==> src/rtl/risc_v_decode_stage_pkg.sv <==
// Shared types and constants for the RV32I decode stage: opcode/mnemonic
// encodings, immediate formats and the decoded-word record.
package risc_v_decode_stage_pkg;

  localparam int DEC_IMM_W = 64;
  localparam int DEC_PC_W  = 64;

  localparam logic [31:0] ENV_ECALL  = 32'h0000_0073;
  localparam logic [31:0] ENV_EBREAK = 32'h0010_0073;

  localparam logic [6:0] F7_BASE = 7'b0000000;
  localparam logic [6:0] F7_ALT  = 7'b0100000;

  typedef enum logic [6:0] {
    OPC_LOAD   = 7'b0000011,
    OPC_OP_IMM = 7'b0010011,
    OPC_AUIPC  = 7'b0010111,
    OPC_STORE  = 7'b0100011,
    OPC_OP     = 7'b0110011,
    OPC_LUI    = 7'b0110111,
    OPC_BRANCH = 7'b1100011,
    OPC_JALR   = 7'b1100111,
    OPC_JAL    = 7'b1101111,
    OPC_SYSTEM = 7'b1110011
  } t_instr_opcode;

  typedef enum logic [5:0] {
    OP_NA = 6'd0,
    OP_ADD, OP_SUB, OP_SLL, OP_SLT, OP_SLTU, OP_XOR, OP_SRL, OP_SRA, OP_OR, OP_AND,
    OP_ADDI, OP_SLTI, OP_SLTIU, OP_XORI, OP_ORI, OP_ANDI, OP_SLLI, OP_SRLI, OP_SRAI,
    OP_LB, OP_LH, OP_LW, OP_LBU, OP_LHU,
    OP_JALR, OP_ECALL, OP_EBREAK,
    OP_SB, OP_SH, OP_SW,
    OP_BEQ, OP_BNE, OP_BLT, OP_BGE, OP_BLTU, OP_BGEU,
    OP_JAL, OP_LUI, OP_AUIPC
  } t_instr_mnemonic;

  typedef enum logic [2:0] {
    IMM_NONE = 3'd0,
    IMM_I    = 3'd1,
    IMM_S    = 3'd2,
    IMM_B    = 3'd3,
    IMM_J    = 3'd4,
    IMM_U    = 3'd5
  } t_imm_fmt;

  // imm/pc are held at their widest; the stage narrows them to XLEN/PC_W.
  typedef struct packed {
    t_instr_mnemonic        mnem;
    t_instr_opcode          opcode;
    logic [4:0]             rd;
    logic [4:0]             rs1;
    logic [4:0]             rs2;
    logic [DEC_IMM_W-1:0]   imm;
    logic                   rd_we;
    logic                   illegal;
    logic [DEC_PC_W-1:0]    pc;
  } t_decoded;

endpackage

==> src/rtl/risc_v_decode_stage_if.sv <==
// Handshake and decoded-output bundle between fetch, decode stage and execute.
interface risc_v_decode_stage_if
  import risc_v_decode_stage_pkg::*;
#(
  parameter int XLEN      = 32,
  parameter int PC_W      = 10,
  parameter int ILL_CNT_W = 8
) ();

  logic                 in_valid;
  logic                 in_ready;
  logic [31:0]          in_instr;
  logic [PC_W-1:0]      in_pc;
  logic                 out_valid;
  logic                 out_ready;
  t_instr_mnemonic      out_mnem;
  t_instr_opcode        out_opcode;
  logic [4:0]           out_rd;
  logic [4:0]           out_rs1;
  logic [4:0]           out_rs2;
  logic [XLEN-1:0]      out_imm;
  logic                 out_rd_we;
  logic                 out_illegal;
  logic [PC_W-1:0]      out_pc;
  logic [ILL_CNT_W-1:0] ill_count;

  modport slave (
    input  in_valid, in_instr, in_pc, out_ready,
    output in_ready, out_valid, out_mnem, out_opcode, out_rd, out_rs1, out_rs2,
           out_imm, out_rd_we, out_illegal, out_pc, ill_count
  );

  modport master (
    output in_valid, in_instr, in_pc, out_ready,
    input  in_ready, out_valid, out_mnem, out_opcode, out_rd, out_rs1, out_rs2,
           out_imm, out_rd_we, out_illegal, out_pc, ill_count
  );

endinterface

==> src/rtl/risc_v_decoder_comb.sv <==
// Purely combinational RV32I instruction decoder: raw word -> t_decoded.
// The pc field is left zero; the stage fills it in.
module risc_v_decoder_comb
  import risc_v_decode_stage_pkg::*;
#(
  parameter int SUPPORT_U = 1
) (
  input  logic [31:0] instr,
  output t_decoded    dec
);

  logic [6:0]           opc_s;
  logic [2:0]           f3_s;
  logic [6:0]           f7_s;
  logic [DEC_IMM_W-1:0] imm_i_s, imm_s_s, imm_b_s, imm_j_s, imm_u_s, imm_sel_s;
  t_instr_mnemonic      mnem_s;
  t_imm_fmt             fmt_s;
  logic                 wr_s;

  assign opc_s = instr[6:0];
  assign f3_s  = instr[14:12];
  assign f7_s  = instr[31:25];

  assign imm_i_s = {{52{instr[31]}}, instr[31:20]};
  assign imm_s_s = {{52{instr[31]}}, instr[31:25], instr[11:7]};
  assign imm_b_s = {{51{instr[31]}}, instr[31], instr[7], instr[30:25], instr[11:8], 1'b0};
  assign imm_j_s = {{43{instr[31]}}, instr[31], instr[19:12], instr[20], instr[30:21], 1'b0};
  assign imm_u_s = {{32{instr[31]}}, instr[31:12], 12'b0};

  // Mnemonic, immediate format and write-back intent per opcode class.
  always_comb begin
    mnem_s = OP_NA;
    fmt_s  = IMM_NONE;
    wr_s   = 1'b0;
    case (opc_s)
      OPC_OP: begin
        wr_s = 1'b1;
        case (f3_s)
          3'b000: begin
            if (f7_s == F7_BASE) begin
              mnem_s = OP_ADD;
            end else if (f7_s == F7_ALT) begin
              mnem_s = OP_SUB;
            end else begin
              mnem_s = OP_NA;
            end
          end
          3'b001: mnem_s = (f7_s == F7_BASE) ? OP_SLL  : OP_NA;
          3'b010: mnem_s = (f7_s == F7_BASE) ? OP_SLT  : OP_NA;
          3'b011: mnem_s = (f7_s == F7_BASE) ? OP_SLTU : OP_NA;
          3'b100: mnem_s = (f7_s == F7_BASE) ? OP_XOR  : OP_NA;
          3'b101: begin
            if (f7_s == F7_BASE) begin
              mnem_s = OP_SRL;
            end else if (f7_s == F7_ALT) begin
              mnem_s = OP_SRA;
            end else begin
              mnem_s = OP_NA;
            end
          end
          3'b110: mnem_s = (f7_s == F7_BASE) ? OP_OR  : OP_NA;
          3'b111: mnem_s = (f7_s == F7_BASE) ? OP_AND : OP_NA;
          default: mnem_s = OP_NA;
        endcase
      end
      OPC_OP_IMM: begin
        wr_s  = 1'b1;
        fmt_s = IMM_I;
        case (f3_s)
          3'b000: mnem_s = OP_ADDI;
          3'b010: mnem_s = OP_SLTI;
          3'b011: mnem_s = OP_SLTIU;
          3'b100: mnem_s = OP_XORI;
          3'b110: mnem_s = OP_ORI;
          3'b111: mnem_s = OP_ANDI;
          3'b001: mnem_s = (f7_s == F7_BASE) ? OP_SLLI : OP_NA;
          3'b101: begin
            if (f7_s == F7_BASE) begin
              mnem_s = OP_SRLI;
            end else if (f7_s == F7_ALT) begin
              mnem_s = OP_SRAI;
            end else begin
              mnem_s = OP_NA;
            end
          end
          default: mnem_s = OP_NA;
        endcase
      end
      OPC_LOAD: begin
        wr_s  = 1'b1;
        fmt_s = IMM_I;
        case (f3_s)
          3'b000:  mnem_s = OP_LB;
          3'b001:  mnem_s = OP_LH;
          3'b010:  mnem_s = OP_LW;
          3'b100:  mnem_s = OP_LBU;
          3'b101:  mnem_s = OP_LHU;
          default: mnem_s = OP_NA;
        endcase
      end
      OPC_JALR: begin
        wr_s   = 1'b1;
        fmt_s  = IMM_I;
        mnem_s = (f3_s == 3'b000) ? OP_JALR : OP_NA;
      end
      OPC_SYSTEM: begin
        if (instr == ENV_ECALL) begin
          mnem_s = OP_ECALL;
        end else if (instr == ENV_EBREAK) begin
          mnem_s = OP_EBREAK;
        end else begin
          mnem_s = OP_NA;
        end
      end
      OPC_STORE: begin
        fmt_s = IMM_S;
        case (f3_s)
          3'b000:  mnem_s = OP_SB;
          3'b001:  mnem_s = OP_SH;
          3'b010:  mnem_s = OP_SW;
          default: mnem_s = OP_NA;
        endcase
      end
      OPC_BRANCH: begin
        fmt_s = IMM_B;
        case (f3_s)
          3'b000:  mnem_s = OP_BEQ;
          3'b001:  mnem_s = OP_BNE;
          3'b100:  mnem_s = OP_BLT;
          3'b101:  mnem_s = OP_BGE;
          3'b110:  mnem_s = OP_BLTU;
          3'b111:  mnem_s = OP_BGEU;
          default: mnem_s = OP_NA;
        endcase
      end
      OPC_JAL: begin
        wr_s   = 1'b1;
        fmt_s  = IMM_J;
        mnem_s = OP_JAL;
      end
      OPC_LUI, OPC_AUIPC: begin
        if (SUPPORT_U != 0) begin
          wr_s   = 1'b1;
          fmt_s  = IMM_U;
          mnem_s = (opc_s == OPC_LUI) ? OP_LUI : OP_AUIPC;
        end else begin
          mnem_s = OP_NA;
        end
      end
      default: mnem_s = OP_NA;
    endcase
  end

  // Immediate selection by format.
  always_comb begin
    imm_sel_s = '0;
    case (fmt_s)
      IMM_I:   imm_sel_s = imm_i_s;
      IMM_S:   imm_sel_s = imm_s_s;
      IMM_B:   imm_sel_s = imm_b_s;
      IMM_J:   imm_sel_s = imm_j_s;
      IMM_U:   imm_sel_s = imm_u_s;
      default: imm_sel_s = '0;
    endcase
  end

  // Assemble the record; an undecodable word carries no immediate and no write-back.
  always_comb begin
    dec        = '0;
    dec.mnem   = mnem_s;
    dec.opcode = t_instr_opcode'(opc_s);
    dec.rd     = instr[11:7];
    dec.rs1    = instr[19:15];
    dec.rs2    = instr[24:20];
    dec.pc     = '0;
    if (mnem_s == OP_NA) begin
      dec.illegal = 1'b1;
      dec.imm     = '0;
      dec.rd_we   = 1'b0;
    end else begin
      dec.illegal = 1'b0;
      dec.imm     = imm_sel_s;
      dec.rd_we   = wr_s & (instr[11:7] != 5'd0);
    end
  end

endmodule

==> src/rtl/risc_v_decode_stage.sv <==
// Registered RV32I decode stage: valid/ready handshake with an output register
// plus one skid entry, and a saturating count of illegal words accepted.
module risc_v_decode_stage
  import risc_v_decode_stage_pkg::*;
#(
  parameter int XLEN      = 32,
  parameter int PC_W      = 10,
  parameter int SUPPORT_U = 1,
  parameter int ILL_CNT_W = 8
) (
  input  logic                  clk,
  input  logic                  rst,
  risc_v_decode_stage_if.slave  bus
);

  t_decoded             dec_raw_s, dec_s;
  t_decoded             out_d, out_q, skid_d, skid_q;
  logic                 out_valid_d, out_valid_q;
  logic                 skid_valid_d, skid_valid_q;
  logic                 in_ready_d, in_ready_q;
  logic [ILL_CNT_W-1:0] ill_cnt_d, ill_cnt_q;
  logic                 in_acc_s, out_free_s;
  logic                 unused_s;

  risc_v_decoder_comb #(.SUPPORT_U(SUPPORT_U)) u_decoder (
    .instr (bus.in_instr),
    .dec   (dec_raw_s)
  );

  // Attach the PC to the decoded word.
  always_comb begin
    dec_s               = dec_raw_s;
    dec_s.pc            = '0;
    dec_s.pc[PC_W-1:0]  = bus.in_pc;
  end

  assign in_acc_s   = bus.in_valid & in_ready_q;
  assign out_free_s = ~out_valid_q | bus.out_ready;

  // Output/skid steering: the skid entry always drains ahead of new input to keep order.
  always_comb begin
    out_d        = out_q;
    out_valid_d  = out_valid_q;
    skid_d       = skid_q;
    skid_valid_d = skid_valid_q;
    if (out_free_s) begin
      if (skid_valid_q) begin
        out_d        = skid_q;
        out_valid_d  = 1'b1;
        skid_valid_d = 1'b0;
      end else if (in_acc_s) begin
        out_d       = dec_s;
        out_valid_d = 1'b1;
      end else begin
        out_valid_d = 1'b0;
      end
    end else begin
      if (in_acc_s) begin
        skid_d       = dec_s;
        skid_valid_d = 1'b1;
      end else begin
        skid_d = skid_q;
      end
    end
    in_ready_d = ~skid_valid_d;
  end

  // Saturating illegal-word counter, counted at input acceptance.
  always_comb begin
    if (in_acc_s && dec_s.illegal && (ill_cnt_q != {ILL_CNT_W{1'b1}})) begin
      ill_cnt_d = ill_cnt_q + ILL_CNT_W'(1);
    end else begin
      ill_cnt_d = ill_cnt_q;
    end
  end

  // State registers.
  always_ff @(posedge clk or posedge rst) begin
    if (rst) begin
      out_q        <= '0;
      out_valid_q  <= 1'b0;
      skid_q       <= '0;
      skid_valid_q <= 1'b0;
      in_ready_q   <= 1'b1;
      ill_cnt_q    <= '0;
    end else begin
      out_q        <= out_d;
      out_valid_q  <= out_valid_d;
      skid_q       <= skid_d;
      skid_valid_q <= skid_valid_d;
      in_ready_q   <= in_ready_d;
      ill_cnt_q    <= ill_cnt_d;
    end
  end

  assign bus.in_ready    = in_ready_q;
  assign bus.out_valid   = out_valid_q;
  assign bus.out_mnem    = out_q.mnem;
  assign bus.out_opcode  = out_q.opcode;
  assign bus.out_rd      = out_q.rd;
  assign bus.out_rs1     = out_q.rs1;
  assign bus.out_rs2     = out_q.rs2;
  assign bus.out_imm     = out_q.imm[XLEN-1:0];
  assign bus.out_rd_we   = out_q.rd_we;
  assign bus.out_illegal = out_q.illegal;
  assign bus.out_pc      = out_q.pc[PC_W-1:0];
  assign bus.ill_count   = ill_cnt_q;

  // Upper imm/pc bits beyond XLEN/PC_W are intentionally dropped.
  assign unused_s = ^{out_q.imm, out_q.pc, dec_raw_s.pc};

endmodule

==> src/flat_wrapper.sv <==
// flat-port wrapper written by rule: the top's interface ports become plain ports
module risc_v_decode_stage_flat import risc_v_decode_stage_pkg::*;
#(
  parameter int XLEN      = 32,
  parameter int PC_W      = 10,
  parameter int SUPPORT_U = 1,
  parameter int ILL_CNT_W = 8
)
  (clk, rst, bus_in_valid, bus_in_instr, bus_in_pc, bus_out_ready, bus_in_ready, bus_out_valid, bus_out_mnem, bus_out_opcode, bus_out_rd, bus_out_rs1, bus_out_rs2, bus_out_imm, bus_out_rd_we, bus_out_illegal, bus_out_pc, bus_ill_count);
  risc_v_decode_stage_if #(.XLEN(XLEN), .PC_W(PC_W), .ILL_CNT_W(ILL_CNT_W)) bus_i ();
  input  logic clk;
  input  logic rst;
  input wire logic [$bits(bus_i.in_valid)-1:0] bus_in_valid;
  input wire logic [$bits(bus_i.in_instr)-1:0] bus_in_instr;
  input wire logic [$bits(bus_i.in_pc)-1:0] bus_in_pc;
  input wire logic [$bits(bus_i.out_ready)-1:0] bus_out_ready;
  output wire logic [$bits(bus_i.in_ready)-1:0] bus_in_ready;
  output wire logic [$bits(bus_i.out_valid)-1:0] bus_out_valid;
  output wire logic [$bits(bus_i.out_mnem)-1:0] bus_out_mnem;
  output wire logic [$bits(bus_i.out_opcode)-1:0] bus_out_opcode;
  output wire logic [$bits(bus_i.out_rd)-1:0] bus_out_rd;
  output wire logic [$bits(bus_i.out_rs1)-1:0] bus_out_rs1;
  output wire logic [$bits(bus_i.out_rs2)-1:0] bus_out_rs2;
  output wire logic [$bits(bus_i.out_imm)-1:0] bus_out_imm;
  output wire logic [$bits(bus_i.out_rd_we)-1:0] bus_out_rd_we;
  output wire logic [$bits(bus_i.out_illegal)-1:0] bus_out_illegal;
  output wire logic [$bits(bus_i.out_pc)-1:0] bus_out_pc;
  output wire logic [$bits(bus_i.ill_count)-1:0] bus_ill_count;
  assign bus_i.in_valid = bus_in_valid;
  assign bus_i.in_instr = bus_in_instr;
  assign bus_i.in_pc = bus_in_pc;
  assign bus_i.out_ready = bus_out_ready;
  assign bus_in_ready = bus_i.in_ready;
  assign bus_out_valid = bus_i.out_valid;
  assign bus_out_mnem = bus_i.out_mnem;
  assign bus_out_opcode = bus_i.out_opcode;
  assign bus_out_rd = bus_i.out_rd;
  assign bus_out_rs1 = bus_i.out_rs1;
  assign bus_out_rs2 = bus_i.out_rs2;
  assign bus_out_imm = bus_i.out_imm;
  assign bus_out_rd_we = bus_i.out_rd_we;
  assign bus_out_illegal = bus_i.out_illegal;
  assign bus_out_pc = bus_i.out_pc;
  assign bus_ill_count = bus_i.ill_count;
  risc_v_decode_stage #(.XLEN(XLEN), .PC_W(PC_W), .SUPPORT_U(SUPPORT_U), .ILL_CNT_W(ILL_CNT_W)) u_core (.clk(clk), .rst(rst), .bus(bus_i));
endmodule
==> config.mk <==
export PLATFORM = sky130hd
export DESIGN_NAME = risc_v_decode_stage_flat
export DESIGN_NICKNAME = d
export VERILOG_FILES = /design/src/rtl/risc_v_decode_stage_pkg.sv /design/src/rtl/risc_v_decode_stage_if.sv /design/src/rtl/risc_v_decoder_comb.sv /design/src/rtl/risc_v_decode_stage.sv /design/src/flat_wrapper.sv
export SDC_FILE = /design/constraint.sdc
export NUM_CORES = 1
export LEC_CHECK = 0
export BUFFER_PORTS_ARGS = -buffer_cell sky130_fd_sc_hd__buf_2
export CORE_ASPECT_RATIO = 0.7
export CORE_MARGIN = 1.5
export CORE_UTILIZATION = 56
export DETAILED_ROUTE_END_ITERATION = 6
export GPL_ROUTABILITY_DRIVEN = 0
export PLACE_DENSITY = 0.85
export SETUP_SLACK_MARGIN = 0.02
export SLEW_MARGIN = 20
export SYNTH_ARGS = -nofsm -noshare
export SYNTH_HDL_FRONTEND = slang
export SYNTH_SLANG_ARGS = --single-unit
==> constraint.sdc <==
create_clock -name clk -period 5.8 [get_ports clk]
set_clock_uncertainty 0.2 [all_clocks]
set_input_delay 0.58 -clock clk [delete_from_list [all_inputs] [get_ports clk]]
set_output_delay 0.58 -clock clk [all_outputs]
set_load 0.01 [all_outputs]
# Yosys cells after proc, flatten, opt, wreduce, memory -nomap -nowiden
# Index checks and enable logic that the tools add are counted.
[classes] reduce_logical=12 n_bitwise=6 add_sub_neg=1 eq_ne=26 n_mux=33
[op_table] operator="$pmux 64 s5" n=1
[op_table] operator="$mux 158" n=2
[op_table] operator="$pmux 6 s8" n=2
[op_table] operator="$mux 66" n=1
[op_table] operator="$pmux 6 s9" n=1
[op_table] operator="$pmux 6 s6" n=1
[op_table] operator="$eq 32x21->1 const B" n=1
[op_table] operator="$eq 32x7->1 const B" n=1
[op_table] operator="$mux 5" n=6
[op_table] operator="$eq 7x6->1 const B" n=4
[op_table] operator="$eq 7x7->1 const B" n=4
[op_table] operator="$pmux 5 s5" n=1
[op_table] operator="$eq 3x3->1 const B" n=6
[op_table] operator="$mux 4" n=4
[op_table] operator="$pmux 3 s5" n=1
[op_table] operator="$pmux 5 s3" n=1
[op_table] operator="$eq 7x5->1 const B" n=2
[op_table] operator="$eq 3x2->1 const B" n=4
[op_table] operator="$mux 3" n=3
[op_table] operator="$add 8x1->8 const B" n=1
[op_table] operator="$ne 8x8->1 const B" n=1
[op_table] operator="$eq 7x2->1 const B" n=1
[op_table] operator="$logic_not 7->1" n=1
[op_table] operator="$reduce_or 7->1" n=1
[op_table] operator="14 further kinds" n=27
[totals] regBits=187 out_inout_bits=82 inputBits=46

# Longest topological paths before layout
[depth] word_depth=9 mapped_depth=14 mapped_depth_nobuf=12

# By module
# A second synthesis with hierarchy kept.
[unflattened] cells_unflattened=785 hier_area_um2=9286.4
[by_module_without_submodules] module="risc_v_decode_stage" instances=1 seq_area_each_um2=3880.0 cells_per_inst=435 area_per_inst_um2=6769.0
[by_module_without_submodules] module="risc_v_decoder_comb" instances=1 seq_area_each_um2=0.0 cells_per_inst=350 area_per_inst_um2=2517.4

# Worst setup path before layout
# Ideal clock, no wire load.
[synth_timing] path_type="input to register" from="input bus_in_instr[6]" to="register u_core.skid_q[91] (netlist bit)" path_slack_ps=2254 setup_ps=124 arrival_ps=3222 cell_stages=14 t_required_ps=5476 path_cell_list="clkbuf_1 > and3b_1 > nand3_1 > o21ai_0 > inv_1 > ha_1 > nor3_1 > o21ai_0 > a31oi_1 > and2_1 > and3b_1 > clkbuf_1 > a21oi_1 > o21ai_2"
[synth_between] elab_chain_len=6 elab_cells_between_ends=27
[synth_rtl] element="start, declared" line_no="flat_wrapper.sv:14" text="input wire logic [$bits(bus_i.in_instr)-1:0] bus_in_instr;"
[synth_rtl] element="$eq 7x2->1 (tied with other cells)" line_no="risc_v_decoder_comb.sv:35" text="case (opc_s)"
[synth_rtl] element="$reduce_or 3->1 (no line) (tied with other cells)"
[synth_rtl] element="$pmux 3 s5 / $mux 5 (equally long branches)" line_no="risc_v_decoder_comb.sv:35, risc_v_decoder_comb.sv:107"
[synth_rtl] element="$eq 3x3->1 (tied with other cells)" line_no="risc_v_decoder_comb.sv:157" text="case (fmt_s)"
[synth_rtl] element="$pmux 64 s5 / $logic_not 6->1 (equally long branches)" line_no="risc_v_decoder_comb.sv:157, risc_v_decoder_comb.sv:176"
[synth_rtl] element="$mux 66 (*)" line_no="risc_v_decoder_comb.sv:176" text="if (mnem_s == OP_NA) begin"
[synth_rtl] element="end signal, assigned" line_no="risc_v_decode_stage.sv:89" text="skid_q <= skid_d;"
[synth_rtl] element="end, declared" line_no="risc_v_decode_stage.sv:17" text="t_decoded out_d, out_q, skid_d, skid_q;"
# Every way passes the cells marked *; elsewhere a longest branch is shown, timed or not.
# A chain may end at the register's enable or synchronous reset.

# Final worst setup path
[layout_timing] from="input bus_in_instr[6]" to="register u_core.skid_q[95] (netlist bit)"
# The elaborated chain is that of the path after synthesis.

==> run_results.csv <==
group,metric,value,unit
status,status,"completed",
clock_network,cts_tree,"built",
clock_network,cts_resized,0,
global_routing,grt_pass1_wl,30900,µm
global_routing,grt_pass1_vias,5945,
floorplanning,die_area,14000,µm²
synthesis,synth_top_family_by_area,"compound AO/OA/AOI/OAI gates",
worst_setup_path,worstSetupPathType,"primary input to register",
sta,hold_viol,0,
synthesis,synth_fa_ha_area_frac,0.00337,
clock_network,clk_path_buf_depth,2,
power,p_leak,3.99,nW
worst_setup_path,critical_path.endpoint_type,"register",
worst_setup_path,startpoint_type,"primary input",
synthesis,yosysSeqAreaShare,0.523,
sta,drv_slew,0,
clock_network,numCtsBuffers,17,
synthesis,synth-simple-area-share,0.144,
synthesis,syn-instance-count,735,
global_routing,grt_antenna_before_repair,0,
synthesis,synth.net_count,783,
synthesis,synth_edf_count,0,
floorplanning,rows,34,
drt,drtAntennaViolNets,0,
clock_network,cts_hold_buffers,0,
flow_run,drv_cap,0,
clock_network,htreeDepth,4,
sta,relSlewSlack,0.286,
clock_network,cts_setup_buffers,0,
power,peakVddDrop,213,µV
layout,layout-drive-gt1-share,0.274,
layout,synthToLayoutAreaGrowth,18.5,%
synthesis,synthXorXnorAreaFrac,0.0118,
layout,fin_area,8800,µm²
drt,via_per_inst,6.04,
sta,finalSetupViolCount,0,
clock_network,cts_root_buffer,"clkbuf_16",
sta,holdWs,0.143,ns
drt,finalWirelength,18900,µm
global_routing,overflow,0,
power,totalPowerFinal,3.28,mW
synthesis,ys.warnings.count,0,
worst_setup_path,cp.required,5.90,ns
drt,first_pass_iters,5,
placement,io_buffers,127,
synthesis,async_flop_share,1.00,
sta,fin_crit_sh,0.718,
synthesis,synth-seq-cells,155,
clock_network,path_clk_slew,0.06,ns
power,power.density,373,nW/µm²
floorplanning,io_pins,128,
floorplanning,fp.dieH,99.3,µm
layout,antenna_cells,0,
layout,nets,882,
synthesis,synth.avg_cell_area,10.1,µm²
sta,fmax,240,MHz
placement,dpl.hpwl,12000,µm
synthesis,synthDistinctLibCells,56,
drt,drt_iter0_markers,628,
synthesis,netlist_area,7420,µm²
synthesis,synth_ff_type,"dfrtp_1",
floorplanning,core_area,12700,µm²
placement,placedInstanceArea,8080,µm²
drt,drt_drc_violations_left,0,
worst_setup_path,crit_fanout,21,
sta,worst_slew_pin_slew,1.07,ns
clock_network,insertion_delay,0.42,ns
clock_network,cts_sinks,155,
drt,wl_per_cell,18.7,µm
global_routing,grt_start_max_net_pins,101,
layout,instances_no_fill,1008,
worst_hold_path,hp-class,"primary input to asynchronous set/reset pin",
synthesis,synth_mux_area_frac,0.101,
global_routing,grt_use_total,0.284,
synthesis,synth_compound_area_frac,0.179,
placement,dp_cells,976,
worst_setup_path,worstPathArrival,4.26,ns
floorplanning,die-width,141,µm
floorplanning,start_util,0.585,
drt,vias,6092,
sta,rsz0062_at_grt,"false",
sta,fin_tns_setup,0,ns
sta,layout_min_cycle_time,4.16,ns
==> stage by stage <==
step,util,setup WS [ns]
finish,0.694,1.64
detailed placement,0.638,1.35
CTS,0.692,1.75
global placement,0.638,1.45
floorplan,-,0.844
global route,0.694,1.36
==> where the power goes <==
part	switching, mW	leakage [nW]	internal, mW	total, mW
logic	0.330	1.71	0.261	0.590
clock network	0.433	0.333	0.872	1.30
registers	0.129	1.95	1.26	1.39
==> per-layer routing <==
| layer | vias to the layer above | global-route usage | routed length, µm |
|---|---|---|---|
| li1 | 2832 | - | - |
| met1 | 2945 | 0.408 | 8600 |
| met2 | 278 | 0.430 | 8470 |
| met3 | 37 | 0.0766 | 1460 |
| met4 | 0 | 0.0793 | 330 |
| met5 | - | 0 | 0 |
==> synthesized netlist by cell type, types with 9 or more instances <==
library cell,instances,area (µm²)
nand2_1,64,240
and3_1,23,144
a21oi_1,99,495
xnor2_1,10,87.6
clkbuf_1,37,139
o21ai_2,20,175
mux2_2,34,383
nor2_1,66,248
o31ai_1,9,67.6
o21ai_1,12,60.1
buf_2,9,45.0
mux2i_1,37,370
dfrtp_1,154,3850
nor3_1,12,60.1
o21ai_0,29,145
==> flip-flops by register name, summed over array words and instances (netlist names), 5 cells and up <==
register and count:
u_core.bus.ill_count 8, u_core.bus.out_imm 32, u_core.bus.out_mnem 6, u_core.bus.out_opcode 7, u_core.bus.out_pc 10, u_core.bus.out_rd 5, u_core.bus.out_rs1 5, u_core.bus.out_rs2 5
u_core.skid_q 72
==> kinds of logic (layout without fill, tap and decap cells) <==
kind of cell / after synthesis / in the layout
AOI/OAI and AO/OA: 218 / 218
xor gates and xnor gates: 10 / 10
adders and majority gates: 2 / 2
buffers and inverters: 61 / 172
DFF: 155 / 155
muxes: 71 / 71
and+or+nand+nor: 218 / 218
==> cell type report <==
type,count,area [µm²]
Timing Repair Buffer,134,701
Tap cell,162,203
Inverter,7,31.3
Clock inverter,11,239
Fill cell,939,3880
Multi-Input combinational cell,519,3280
Clock buffer,20,457
Sequential cell,155,3880
==> critical path, stage by stage <==
cell	delay [ns]
buf_2	0.20
and3b_1	0.29
nand3_1	0.16
o21ai_0	0.12
buf_4	0.19
inv_1	0.10
ha_1	0.19
nor2b_1	0.64
a41o_1	0.54
or3_1	0.87
buf_4	0.30
o21ai_2	0.06
==> final timing paths <==
| check | from | end | slack [ns] | depth (start not counted) |
|---|---|---|---|---|
| worst min-delay path | rst | u_core.bus.out_rs1[1] | 0.14 | 2 |
| worst max register to register | u_core.bus.out_valid | u_core.skid_q[95] | 2.76 | 6 |
| max in group asynchronous | rst | u_core.skid_q[149] | 4.03 | 3 |
| worst max-delay path | bus_in_instr[6] | u_core.skid_q[95] | 1.64 | 12 |
| min in group clk | bus_in_pc[5] | u_core.skid_q[5] | 0.21 | 2 |
| worst min register to register | u_core.skid_q[70] | u_core.skid_q[70] | 0.27 | 2 |
==> placed cells by master (no fill, tap or decap), types with 20 or more instances in the layout <==
cell     instances
and3_1          23
dfrtp_1        153
o21ai_0         29
mux2i_1         37
nor2_1          65
o21ai_2         20
buf_2          127
nand2_1         64
a21oi_1         99
mux2_2          34
(Power assumes the default switching activity.)
